<file path="config.mk">
export PLATFORM = sky130hd
export DESIGN_NAME = alu_word_sequencer
export DESIGN_NICKNAME = d
export VERILOG_FILES = /design/src/rtl/alu_word_sequencer.sv
export SDC_FILE = /design/constraint.sdc
export NUM_CORES = 1
export LEC_CHECK = 0
export ABC_AREA = 1
export CAP_MARGIN = 0
export CORE_ASPECT_RATIO = 0.6
export CORE_MARGIN = 10
export CORE_UTILIZATION = 43
export CTS_CLUSTER_SIZE = 20
export DETAILED_ROUTE_END_ITERATION = 10
export PLACE_DENSITY = 0.76
export REMOVE_ABC_BUFFERS = 1
export SLEW_MARGIN = 20
export SYNTH_ARGS = -nofsm -noshare
export SYNTH_HDL_FRONTEND = slang
export SYNTH_SLANG_ARGS = --single-unit
</file>
<file path="constraint.sdc">
create_clock -name clk -period 1.5 [get_ports clk]
set_input_delay 0.225 -clock clk [delete_from_list [all_inputs] [get_ports clk]]
set_output_delay 0.225 -clock clk [all_outputs]
set_load 0.005 [all_outputs]
</file>
<file path="src/rtl/alu_word_sequencer.sv">
// Word-width operation sequencer: drives a shared 8-bit ALU one byte per clock, LSB first,
// chaining carry/borrow between bytes and folding the per-byte flags into word flags.

package alu_word_sequencer_pkg;
  localparam logic [2:0] ADD_FN  = 3'd0;
  localparam logic [2:0] ADDC_FN = 3'd1;
  localparam logic [2:0] SUB_FN  = 3'd2;
  localparam logic [2:0] SUBC_FN = 3'd3;
  localparam logic [2:0] AND_FN  = 3'd4;
  localparam logic [2:0] OR_FN   = 3'd5;
endpackage

module alu_word_sequencer
  import alu_word_sequencer_pkg::*;
#(
  parameter int NBYTES = 4
) (
  input  logic                  clk,
  input  logic                  rst,
  input  logic                  start,
  input  logic [2:0]            op,
  input  logic                  cin,
  input  logic [8*NBYTES-1:0]   a,
  input  logic [8*NBYTES-1:0]   b,
  output logic [8*NBYTES-1:0]   result,
  output logic                  c_flag,
  output logic                  z_flag,
  output logic                  n_flag,
  output logic                  busy,
  output logic                  done,
  output logic [7:0]            alu_in1,
  output logic [7:0]            alu_in2,
  output logic [2:0]            alu_opcode,
  output logic                  alu_cin,
  input  logic [7:0]            alu_out,
  input  logic                  alu_c,
  input  logic                  alu_z
);

  localparam int W  = 8 * NBYTES;
  localparam int IW = $clog2(NBYTES);

  typedef enum logic [1:0] {IDLE, EXEC, DONE} state_t;

  state_t          state_q, state_d;
  logic [W-1:0]    a_q, b_q;
  logic [2:0]      op_q;
  logic            cin_q;
  logic [IW-1:0]   idx_q;
  logic            carry_q;
  logic            zacc_q;
  logic            accept;
  logic            arith;
  logic            is_add;
  logic            last;
  logic [W-1:0]    a_sh, b_sh;

  assign arith  = (op_q == ADD_FN) || (op_q == ADDC_FN) || (op_q == SUB_FN) || (op_q == SUBC_FN);
  assign is_add = (op_q == ADD_FN) || (op_q == ADDC_FN);
  assign last   = (idx_q == IW'(NBYTES - 1));
  assign a_sh   = a_q >> {idx_q, 3'b000};
  assign b_sh   = b_q >> {idx_q, 3'b000};

  // NOTE: sequential state uses non-blocking (<=) so every flop samples pre-edge values.
  always_ff @(posedge clk) begin
    if (rst) state_q <= IDLE;
    else     state_q <= state_d;
  end

  // NOTE: every output of this block gets a default first, so no path can infer a latch.
  always_comb begin
    state_d    = state_q;
    busy       = 1'b0;
    done       = 1'b0;
    accept     = 1'b0;
    alu_in1    = 8'h00;
    alu_in2    = 8'h00;
    alu_opcode = op_q;
    alu_cin    = 1'b0;
    case (state_q)
      IDLE: begin
        if (start) begin
          accept  = 1'b1;
          state_d = EXEC;
        end
      end
      EXEC: begin
        busy    = 1'b1;
        alu_in1 = a_sh[7:0];
        alu_in2 = b_sh[7:0];
        if (idx_q == '0) begin
          alu_cin = cin_q;
        end else if (arith) begin
          // Upper bytes always chain through the carry-consuming variant.
          alu_opcode = is_add ? ADDC_FN : SUBC_FN;
          alu_cin    = carry_q;
        end
        if (last) state_d = DONE;
      end
      DONE: begin
        done = 1'b1;
        if (start) begin
          accept  = 1'b1;
          state_d = EXEC;
        end else begin
          state_d = IDLE;
        end
      end
      default: state_d = IDLE;
    endcase
  end

  always_ff @(posedge clk) begin
    if (rst) begin
      a_q     <= '0;
      b_q     <= '0;
      op_q    <= ADD_FN;
      cin_q   <= 1'b0;
      idx_q   <= '0;
      carry_q <= 1'b0;
      zacc_q  <= 1'b1;
      result  <= '0;
      c_flag  <= 1'b0;
      z_flag  <= 1'b0;
      n_flag  <= 1'b0;
    end else if (accept) begin
      a_q     <= a;
      b_q     <= b;
      op_q    <= op;
      cin_q   <= cin;
      idx_q   <= '0;
      carry_q <= 1'b0;
      zacc_q  <= 1'b1;
    end else if (busy) begin
      for (int i = 0; i < NBYTES; i++) begin
        if (idx_q == IW'(i)) result[8*i +: 8] <= alu_out;
      end
      // The ALU carry output is meaningless for logic functions.
      carry_q <= arith & alu_c;
      zacc_q  <= zacc_q & alu_z;
      if (last) begin
        c_flag <= arith & alu_c;
        z_flag <= zacc_q & alu_z;
        n_flag <= alu_out[7];
      end else begin
        idx_q <= idx_q + IW'(1);
      end
    end
  end

endmodule

</file>
==> metrics.md <==
| Metric | Value |
|---|---|
| First-pass GRT wire length | 22000 um |
| Synth area leader | dfxtp_1 |
| WL final | 13800 um |
| Worst hold start | b_q[12]$_SDFFE_PP0P_ |
| DR WL/cell | 14.4 um |
| Worst hold stages | 2 |
| Worst-Skew Late Latency | 0.34 ns |
| Via count | 4638 |
| Clock transition at the registers of the reported paths | 0.07 ns |
| Core Region | 10700 um^2 |
| Max VDD drop | 0.649 mV |
| Worst r2r src | idx_q[1]$_SDFFE_PP0P_ |
| Dpl ws | -0.296 ns |
| Final Hold Slack | 0.454 ns |
| Flop2flop setup slack | 0.09 ns |
| Leakage power total | 3.04 nW |
| DIE HEIGHT | 101 um |
| Diode count | 0 |
| Top-count cell post-synth | nand2_1 |
| Setup TNS | -1.51 ns |
| Worst hold path type | reg -> reg |
| Final weighted congestion in routability-driven placement | 0.784 |
| Fin area | 6680 um^2 |
| Relative slew slack | 82.6% |
| HPWL Detailed | 9910 um |
| Via/cell ratio | 4.85 |
| Post-route setup slack | -0.119 ns |
| CTS tree | built |
| Synth Area per Inst | 6.91 um^2 |
| Fill cell total of the finished layout | 952 |
| H-tree levels | 3 |
| Largest net degree at the start of global routing | 51 |
| CTS Buf Count | 9 |
| Vias in the first global route | 4530 |
| Hold Crit Endpoint | b_q[12]$_SDFFE_PP0P_ |
| Die ar. | 15800 um^2 |
| Final layout net count | 898 |
| Crit-path max FO | 7 |
| Antenna Nets Post-Route | 0 |
| Sink Count | 108 |
| Gr ovfl total | 0 |
| CP endpoint kind | output port |
| Starting density of the core | 44.4% |
| Area contributors post-synth | dfxtp_1 (46%), nand2_1 (11%), a21oi_1 (9.0%) |
| Chip Width | 156 um |
| Area growth syn-to-layout | 40.9% |
| Final Hold Viols | 0 |
| Fmax | 618 MHz |
| Drt pass-1 iters | 6 |
| Worst-Margin Slew | 0.258 ns |
| Startpoint Class | flip-flop |
| Failing checks | negative setup slack |
| Placed insts | 939 |
| Setup Skew | 0.00761 ns |
| I/O Pins | 138 |
| Crit share post-route | 108% |
| Initial antenna violation count | 0 |
| Placement Cell Area | 6280 um^2 |
| Synth warnings | 0 |
| Reg-to-reg endpoint | idx_q[0]$_SDFFE_PP0P_ |
| DRT iter0 DRCs | 204 |
| Port Buf Inserts | 137 |
| Status | finished with violations |
| Clk Tree Root Cell | clkbuf_16 |
| RSZ-0062 raised after global routing | true |
| Sequential area share after synthesis | 45.6% |
| Final cell count without fillers | 956 |
| R2R depth | 6 |
| Yosys cell types | 19 |
| WP data required | 1.27 ns |
| Dominant synthesized flop cell | dfxtp_1 |
| Crit path DAT | 1.39 ns |
| Period minus WS final | 1.62 ns |
| FP Rows | 29 |
| Max-Cap Viols | 0 |
| #FFs+latches synth | 108 |
| Maximum root-to-sink buffer count | 2 |
| Share of cells above drive strength 1 | 11.0% |
| Setup violators final | 18 |
| Slew Limit Fails | 0 |
| Pwr Density | 1010 nW/um^2 |
| Hold Buf Count CTS | 0 |
| Post-synth EDFFs | 0 |
| Area of the mapped netlist | 4740 um^2 |
| Commonest cells in the netlist | nand2_1 (143), dfxtp_1 (108), inv_1 (106) |
| DRC viols | 0 |
| Gr usage total | 16.9% |
| CP Class | reg -> out |
| Asr flop ratio synth | 0% |
| Post-synth top area share | 45.6% |
| Post-synthesis instance total | 686 |
-- where the power goes --
part	total (mW)	leakage (nW)	switching [mW]	internal [mW]
Clock	2.49	0.142	1.03	1.46
Sequential	3.12	0.890	0.0627	3.05
Combinational	1.13	2.01	0.585	0.544
Total	6.74	3.04	1.68	5.05
-- state kept, by name (all words and copies together), names as in the netlist --
name / cells
carry_q: 1
a_q: 32
idx_q: 2
cin_q: 1
c_flag: 1
result: 32
b_q: 32
zacc_q: 1
op_q: 3
state_q: 2
z_flag: 1
-- worst max-delay path by stage --
stage	from	to	slack, ns	cells past startpoint
2_1_floorplan	state_q[0]$_SDFFE_PP0P_	cin_q$_SDFFE_PP0P_	-1.43	5
3_3_place_gp	idx_q[0]$_SDFFE_PP0P_	alu_cin	-0.24	6
3_5_place_dp	idx_q[0]$_SDFFE_PP0P_	alu_cin	-0.30	6
4_1_cts	idx_q[0]$_SDFFE_PP0P_	alu_in1[6]	-0.11	6
5_1_grt	idx_q[0]$_SDFFE_PP0P_	alu_in1[6]	-0.19	5
6_report	idx_q[0]$_SDFFE_PP0P_	alu_in2[1]	-0.12	6
-- placed cells by master, fill, tap and decap left out --
cell type and n:
ha_4 1, inv_2 2, nand3_2 8, nand2_4 5, a21oi_1 76, clkinv_4 1, clkbuf_1 2, buf_12 6
buf_4 15, ha_1 3, dlygate4sd2_1 2, dfxtp_4 1, inv_1 106, buf_6 2, o21ai_1 13, clkdlybuf4s50_1 116
clkbuf_16 10, nand2_1 141, bufinv_16 2, nand2_2 1, nor2_4 1, nor2_1 78, a22oi_2 1, buf_16 1
buf_2 18, nor2_8 1, dfxtp_1 105, dlymetal6s2s_1 1, clkinvlp_4 2, o21ai_0 56, a21oi_2 9, inv_6 1
dfxtp_2 2, nand3_1 28
-- per-stage QoR --
step           power [mW]  utilization, %
2_1_floorplan        3.68               -
4_1_cts              6.76            62.0
3_3_place_gp         4.23            58.8
6_report             6.74            62.6
3_5_place_dp         4.27            58.8
5_1_grt              7.03            62.6
-- layout make-up --
type / instances / area, um^2 / area share, %
Clock buffer: 11 / 233 / 3.49
Sequential cell: 108 / 2170 / 32.5
Timing Repair Buffer: 162 / 1590 / 23.8
Clock inverter: 4 / 75.1 / 1.12
Multi-Input combinational cell: 422 / 2020 / 30.2
Inverter: 110 / 423 / 6.33
Tap cell: 139 / 174 / 2.60
-- repair_timing --
| action | CTS | global route |
|---|---|---|
| setup endpoints to repair | 21 | 29 |
| gates resized for setup | 101 | 9 |
| pin swaps | 12 | 7 |
| buffers inserted | 0 | 0 |
| gates cloned | 1 | 1 |
| endpoints found under the hold margin | 0 | 0 |
-- critical path, cell delays in order (launching register included) --
cell	delay [ns]
dfxtp_4	0.39
inv_6	0.07
clkbuf_16	0.16
nand2_1	0.06
nand3_1	0.08
a21oi_2	0.16
buf_2	0.14
-- logic make-up (layout without fill, tap and decap cells) --
family | count (synthesis) | in the layout | share of synthesized area [%]
buffers and inverters | 156 | 287 | 14.2
AOI/OAI and AO/OA | 155 | 155 | 16.4
DFF | 108 | 108 | 45.6
adders and majority gates | 4 | 4 | 1.06
and+or+nand+nor | 263 | 263 | 22.7
-- routing by layer --
layer / share of wire (%) / wire (um) / track usage [%] / vias up
li1: - / - / - / 2365
met1: 46 / 6410 / 21.6 / 2124
met2: 45 / 6240 / 27.3 / 141
met3: 7.5 / 1040 / 5.59 / 8
met4: 0.73 / 101 / 3.72 / 0
met5: 0 / 0 / 0 / -
Note: power is estimated with default switching activity, not from simulation.
